### src/rtl/stp_pkg.sv
// Shared defaults, state enums and helpers for the stp frame buffer.
// The optional STP_BITREV_EN build relies on is_pow2() to reject illegal depths.
package stp_pkg;

    localparam int DATA_W_DEF = 16;
    localparam int DEPTH_DEF  = 48;

    typedef enum logic {
        IN_FILL,
        IN_LAST
    } in_state_e;

    typedef enum logic {
        OUT_EMPTY,
        OUT_FULL
    } out_state_e;

    function automatic bit is_pow2(input int n);
        return (n > 0) && ((n & (n - 1)) == 0);
    endfunction

endpackage

### src/rtl/stp_index_map.sv
// Maps a write index k to its slot in the parallel frame.
// Identity by default; bit-reversed (FFT input order) when STP_BITREV_EN is defined.
module stp_index_map
    import stp_pkg::*;
#(
    parameter int DEPTH = DEPTH_DEF,
    parameter int IDX_W = $clog2(DEPTH)
) (
    input  logic [IDX_W-1:0] idx,
    output logic [IDX_W-1:0] slot
);

`ifdef STP_BITREV_EN
    if (!is_pow2(DEPTH)) begin : g_depth_chk
        $error("stp_index_map: bit-reversed ordering needs a power-of-two DEPTH");
    end

    always_comb begin
        slot = '0;
        for (int b = 0; b < IDX_W; b++) begin
            slot[b] = idx[IDX_W-1-b];
        end
    end
`else
    assign slot = idx;
`endif

endmodule

### src/rtl/stp_frame_buffer.sv
// Serial-to-parallel frame buffer: collects DEPTH words and presents them as one held frame.
// Word ordering is natural, or bit-reversed when STP_BITREV_EN is defined (see stp_index_map).
module stp_frame_buffer
    import stp_pkg::*;
#(
    parameter int DATA_W = DATA_W_DEF,
    parameter int DEPTH  = DEPTH_DEF
) (
    input  logic                             clk,
    input  logic                             n_rst,
    input  logic                             it_cnt_strobe,
    input  logic [DATA_W-1:0]                serial_in,
    output logic                             in_ready,
    input  logic                             flush,
    output logic [DEPTH-1:0][DATA_W-1:0]     data_par,
    output logic                             frame_valid,
    input  logic                             frame_ready,
    output logic [$clog2(DEPTH+1)-1:0]       fill_count,
    output logic                             overflow
);

    localparam int CNT_W = $clog2(DEPTH + 1);
    localparam int IDX_W = $clog2(DEPTH);
    localparam logic [CNT_W-1:0] LAST_CNT = CNT_W'(DEPTH - 1);

    if (DEPTH < 2 || DEPTH > 256) begin : g_range_chk
        $error("stp_frame_buffer: DEPTH must be within 2..256");
    end

    in_state_e                       in_state_q, in_state_d;
    out_state_e                      out_state_q, out_state_d;
    logic [CNT_W-1:0]                fill_count_q, fill_count_d;
    logic                            overflow_q, overflow_d;
    logic [DEPTH-1:0][DATA_W-1:0]    shadow_q, shadow_d;
    logic [DEPTH-1:0][DATA_W-1:0]    data_par_q, data_par_d;

    logic [IDX_W-1:0]                slot;
    logic                            accept;
    logic                            completes;

    stp_index_map #(
        .DEPTH (DEPTH),
        .IDX_W (IDX_W)
    ) u_index_map (
        .idx  (fill_count_q[IDX_W-1:0]),
        .slot (slot)
    );

    // Only the final word of a frame can stall, and only while the held frame is not being taken.
    assign in_ready  = !((in_state_q == IN_LAST) && (out_state_q == OUT_FULL) && !frame_ready);
    assign accept    = it_cnt_strobe && in_ready && !flush;
    assign completes = accept && (in_state_q == IN_LAST);

    always_comb begin
        fill_count_d = fill_count_q;
        overflow_d   = overflow_q;
        shadow_d     = shadow_q;
        data_par_d   = data_par_q;
        out_state_d  = out_state_q;

        if (flush) begin
            fill_count_d = '0;
            overflow_d   = 1'b0;
        end else if (it_cnt_strobe && !in_ready) begin
            overflow_d = 1'b1;
        end else if (accept) begin
            if (completes) begin
                fill_count_d     = '0;
                data_par_d       = shadow_q;
                data_par_d[slot] = serial_in;
            end else begin
                fill_count_d   = fill_count_q + CNT_W'(1);
                shadow_d[slot] = serial_in;
            end
        end

        // A completing frame wins over consumption so back-to-back frames have no bubble.
        if (completes) begin
            out_state_d = OUT_FULL;
        end else if ((out_state_q == OUT_FULL) && frame_ready) begin
            out_state_d = OUT_EMPTY;
        end

        in_state_d = (fill_count_d == LAST_CNT) ? IN_LAST : IN_FILL;
    end

    always_ff @(posedge clk or negedge n_rst) begin
        if (!n_rst) begin
            in_state_q   <= IN_FILL;
            out_state_q  <= OUT_EMPTY;
            fill_count_q <= '0;
            overflow_q   <= 1'b0;
            shadow_q     <= '0;
            data_par_q   <= '0;
        end else begin
            in_state_q   <= in_state_d;
            out_state_q  <= out_state_d;
            fill_count_q <= fill_count_d;
            overflow_q   <= overflow_d;
            shadow_q     <= shadow_d;
            data_par_q   <= data_par_d;
        end
    end

    assign data_par    = data_par_q;
    assign frame_valid = (out_state_q == OUT_FULL);
    assign fill_count  = fill_count_q;
    assign overflow    = overflow_q;

endmodule

### config.mk
export PLATFORM = sky130hd
export DESIGN_NAME = stp_frame_buffer
export DESIGN_NICKNAME = d
export VERILOG_FILES = /design/src/rtl/stp_pkg.sv /design/src/rtl/stp_index_map.sv /design/src/rtl/stp_frame_buffer.sv
export SDC_FILE = /design/constraint.sdc
export NUM_CORES = 2
export LEC_CHECK = 0
export CAP_MARGIN = 20
export CORE_MARGIN = 3
export CORE_UTILIZATION = 38
export DETAILED_ROUTE_END_ITERATION = 7
export PLACE_DENSITY = 0.56
export SYNTH_ARGS = -nofsm -noshare
export SYNTH_HDL_FRONTEND = slang
export SYNTH_SLANG_ARGS = --single-unit
### constraint.sdc
create_clock -name clk -period 2.2 [get_ports clk]
set_input_delay 0.33 -clock clk [delete_from_list [all_inputs] [get_ports clk]]
set_output_delay 0.33 -clock clk [all_outputs]
set_load 0.005 [all_outputs]
Word-level counts from Yosys, hierarchy flattened
Index checks and enable logic that the tools add are counted.
{ "classes": {"add_sub_neg": 1, "magnitude_cmp": 2, "n_eq_ne": 1, "mux": 12, "bitwise_logic": 3, "n_reduce_logical": 15} }
{ "op_table": {"columns": ["operator", "count"], "rows": [
  ["768-bit bitwise mux", 1],
  ["16-bit demux with 6-bit select", 1],
  ["6-bit 2-to-1 mux", 4],
  ["16-bit 2-to-1 mux", 1],
  ["1-bit logical AND", 8],
  ["4-bit AND reduction", 2],
  ["6-bit by 7-bit less-than comparator with 1-bit output (second input constant)", 1],
  ["6-bit by 1-bit adder with 6-bit output (second input constant)", 1],
  ["6-bit == test (second input constant)", 1],
  ["6-bit by 1-bit greater-or-equal comparator with 1-bit output (second input constant)", 1],
  ["1-bit 2-to-1 mux", 5],
  ["2-bit nonzero test", 2],
  ["1-bit logical NOT", 3],
  ["1-bit inverter", 3]
]} }
{ "totals": {"reg_bits": 1545, "inputBits": 21, "out_inout_bits": 777, "elab_cells": 134} }

Logic depth before layout (Yosys ltp)
{ "depth": {"word_depth": 12, "mapped_depth": 9} }

By module
From an unflattened synthesis, not the netlist that was laid out.
{ "hier_totals": {"hier_cells": 5236, "area_unflattened_um2": 64516.9} }
{ "by_module_without_submodules": {"columns": ["mod", "instances", "cells_per_inst", "area_per_inst_um2", "seq_area_each_um2"], "rows": [
  ["stp_frame_buffer", 1, 5230, 64471.8, 38662.1],
  ["stp_index_map", 1, 6, 45.0, 0.0]
]} }

Worst setup path after synthesis
OpenSTA, ideal clock, no wires.
{ "synth_timing": {"path_type": "register -> register", "startpoint": "register fill_count_q[3], in the netlist fill_count[3]", "endpoint": "register shadow_q[341] (netlist bit)", "t_arrival_ns": 2.010, "t_required_ns": 2.075, "setup_slack_ns": 0.065, "stages_incl_launch_ff": 7, "n_path_buf": 3, "synth_period_minus_slack_ns": 2.135, "path_cell_list": "dfrtp_1 -> clkbuf_1 -> or2_2 -> clkbuf_1 -> nor4_4 -> buf_4 -> mux2_2"} }
{ "synth_between": {"elab_chain_cells": 5} }
{ "synth_rtl": {"columns": ["item", "line", "source"], "rows": [
  ["start: declaration", "stp_frame_buffer.sv:32", "logic [CNT_W-1:0] fill_count_q, fill_count_d;"],
  ["start signal: assignment", "stp_frame_buffer.sv:98", "fill_count_q <= fill_count_d;"],
  ["6-bit by 7-bit less-than comparator with 1-bit output (implied by the code) / 6-bit by 1-bit greater-or-equal comparator with 1-bit output (equally long branches)", "stp_frame_buffer.sv:73", "shadow_d[slot] = serial_in;"],
  ["1-bit logical AND (implied by the code)", "stp_frame_buffer.sv:73", null],
  ["16-bit 2-to-1 mux (implied by the code)", "stp_frame_buffer.sv:73", null],
  ["16-bit demux with 6-bit select (*)", "stp_frame_buffer.sv:73", null],
  ["768-bit bitwise mux (*)", "stp_frame_buffer.sv:73", null],
  ["end signal: assignment", "stp_frame_buffer.sv:100", "shadow_q <= shadow_d;"],
  ["end: declaration", "stp_frame_buffer.sv:34", "logic [DEPTH-1:0][DATA_W-1:0] shadow_q, shadow_d;"]
]} }
Every way passes the cells marked *; elsewhere a longest branch is shown, timed or not.
A chain may end at the register's enable or synchronous reset.

Final worst setup path
{ "layout_timing": {"startpoint": "register fill_count_q[2], in the netlist fill_count[2]", "endpoint": "register data_par_q (netlist bit data_par[61])"} }
{ "layout_between": {"elab_chain_cells": 5} }
{ "layout_rtl": {"columns": ["item", "line", "source"], "rows": [
  ["6-bit by 7-bit less-than comparator with 1-bit output (implied by the code) / 6-bit by 1-bit greater-or-equal comparator with 1-bit output (equally long branches)", "stp_frame_buffer.sv:70", "data_par_d[slot] = serial_in;"],
  ["1-bit logical AND (implied by the code)", "stp_frame_buffer.sv:70", null],
  ["16-bit 2-to-1 mux (implied by the code)", "stp_frame_buffer.sv:70", null],
  ["16-bit demux with 6-bit select (*)", "stp_frame_buffer.sv:70", null],
  ["768-bit bitwise mux (*)", "stp_frame_buffer.sv:70", null],
  ["end signal: assignment", "stp_frame_buffer.sv:101", "data_par_q <= data_par_d;"],
  ["end: declaration", "stp_frame_buffer.sv:35", "logic [DEPTH-1:0][DATA_W-1:0] data_par_q, data_par_d;"]
]} }
Marks and branches as above.

==> metrics.md <==
| Metric | Value |
|---|---|
| Outcome | complete, no violations |
| Final hold violation count | 0 |
| DP Wirelength | 143,900 um |
| Mapped cell area | 65,000 sq um |
| Initial Utilization | 38.31% |
| Met1 Use GR | 28.94% |
| CP max FO | 15 |
| Fin Setup TNS | 0 ps |
| Place WS | -229.8 ps |
| Largest net degree at the start of global routing | 102 |
| Final setup viols | 0 |
| Number of enable flip-flop cells after synthesis | 0 |
| CP endpoint kind | flip-flop |
| First-pass GRT wire length | 304,100 um |
| Via count | 43,632 |
| #FFs+latches synth | 1,545 |
| RSZ-0062 raised after global routing | no |
| Vias per cell | 5.146 |
| Avg Cell Area, Syn | 12.40 sq um |
| CP Data Required Time | 2860 ps |
| Worst slew margin | 58.96% |
| CP startpoint kind | flip-flop |
| DR iter-0 viols | 2,699 |
| Clock Latency Late Sink | 790 ps |
| Post-synth top area cell | dfrtp_1 |
| Max Freq | 471.2 MHz |
| H-tree depth | 4 |
| Sink Count | 1,545 |
| Fin worst setup slack | 77.60 ps |
| CTS tree | done |
| Min cycle time layout | 2122 ps |
| Vias in the first global route | 44,747 |
| Worst-path clk slew | 60 ps |
| Synth Flop Type | dfrtp_1 |
| Hold crit path type | input pin to flip-flop |
| Power Density | 714.5 nW/um^2 |
| RePlAce Congestion | 0.8113 |
| Yosys cell types | 43 |
| Post-Route Skew | 19.79 ps |
| Floorplan row count | 151 |
| WL/cell | 24.53 um |
| DRC | 0 |
| CTS Buffer Depth | 3 |
| Most common cell after layout, fill and taps aside | dfrtp_1 |
| Total Wirelength | 208,000 um |
| Net Count, Synth | 5,265 |
| DRT antenna net count | 0 |
| Crit Path Category | flip-flop to flip-flop |
| Pre-antenna DRT Iters | 5 |
| Share of post-route cells with drive strength above 1 | 25.76% |
| Peak VDD IR | 752.5 uV |
| Post-synthesis sequential area ratio | 59.48% |
| Max-slew violation count | 0 |
| Critical path arrival | 2780 ps |
| Num CTS Buffers | 173 |
| Top cells by area, synth | dfrtp_1, mux2_2, mux2i_1 |
| Max Cap Viol | 0 |
| Worst Max-Slew Pin Slew | 615.6 ps |
| Post-synthesis cell count | 5,243 |
| Area Overhead vs Synth | 30.40% |
| Die width | 419.6 um |
| Final Cycle Share | 96.47% |
| IO Pins | 798 |
| Die area | 176,100 sq um |
| Gr busiest metal | met2 |
| Synth Warn # | 0 |
| Layout Nets | 6,149 |
| Root buf cell | clkbuf_16 |
| Core Box Area | 169,700 sq um |
| Static Leak | 43.03 nW |
| M2 GR Usage | 40.18% |
| Total GRT Usage | 23.40% |
| Met3 global-route usage | 2.845% |
| Async S/R FF share, synth | 100.0% |
| Grt ovf | 0 |
| Buffers on Ports | 797 |
| Commonest non-fill, non-tap cells in the layout | dfrtp_1, nor2_1, a21oi_1 |
| Post-synth top area share | 59.48% |
| Die Y | 419.6 um |
| Antenna violations before repair | 3 |
Yosys cell counts, types with 9 or more instances:
master	count
a21oi_1	772
buf_1	17
buf_2	130
buf_4	23
clkbuf_1	295
dfrtp_1	1545
mux2_2	768
mux2i_1	768
nand2_1	31
nand2_2	12
nand3_2	34
nor2_1	774
nor4_4	9
sequential cells by signal (all words and copies together) (netlist names):
register and cells:
data_par 768, fill_count 6, frame_valid 1, in_state_q 1, overflow 1, shadow_q 768
worst paths after layout:
kind / endpoint / startpoint / depth (start not counted) / slack, ps
hold reg to reg: shadow_q[475] / shadow_q[475] / 1 / 500
setup / recovery: data_par[61] / fill_count[2] / 7 / 80
hold / removal: data_par[204] / serial_in[12] / 3 / 70
setup reg to reg: data_par[61] / fill_count[2] / 7 / 80
min in group asynchronous: shadow_q[9] / n_rst / 2 / 140
max in group asynchronous: data_par[291] / n_rst / 4 / 1060
where the power goes:
part	internal, W	switching [W]
Sequential	0.0288	0.000214
Clock	0.0170	0.0117
Combinational	0.000954	0.00182
Total	0.0468	0.0138
cell families after synthesis:
group	after synthesis	share of synthesized area (%)
AOI/OAI and AO/OA	783	6.071
muxes	1536	25.13
xor gates and xnor gates	1	0.01348
DFF	1545	59.48
buffers and inverters	471	3.126
adders and majority gates	1	0.01925
and+or+nand+nor	906	6.158
critical path: stages (launching register included):
cell and delay [ps]:
dfrtp_1 450, buf_12 190, nor4b_2 280, buf_4 260, nand2_1 150, buf_12 190
mux2i_1 350, a21oi_1 130
what timing repair did:
| action | CTS | global route |
|---|---|---|
| endpoints found under the setup margin | 140 | 3 |
| hold buffers | 7 | 0 |
| gates resized for setup | 151 | 3 |
| buffers inserted | 2 | 0 |
| endpoints found under the hold margin | 554 | 0 |
| pin swaps | 1 | 0 |
| gates cloned | 0 | 0 |
per-layer routing:
metal,vias to the layer above,wire [um]
met2,866,104700
met5,-,0
met1,22460,85740
met4,0,11500
met3,333,6058
li1,19973,-
layout make-up:
type,instances,area (sq um)
inverters,4,15.01
repair buffers,1176,13070
clock buffers,269,5275
multi-input cells,3227,24440
clock inverters,37,382.9
fillers,15088,84900
flip-flops and latches,1545,38790
diodes,3,7.507
well taps,2218,2775
stage by stage:
| stage | std cells | total power (W) | hold WS, ps | utilization [%] | area, sq um |
|---|---|---|---|---|---|
| after global routing | 8479 | 0.06280 | 53.43 | 49.96 | 84760 |
| after global placement | 8161 | 0.03236 | 307.0 | 46.52 | 78920 |
| after detailed placement | 8161 | 0.03242 | 306.9 | 46.52 | 78920 |
| final | 8479 | 0.06056 | 72.69 | 49.96 | 84760 |
| after CTS | 8476 | 0.06143 | 6.843 | 49.95 | 84740 |
| after floorplan | 5243 | 0.03064 | 34.41 | - | 65000 |
No activity file was read; power rests on OpenSTA's default activity.
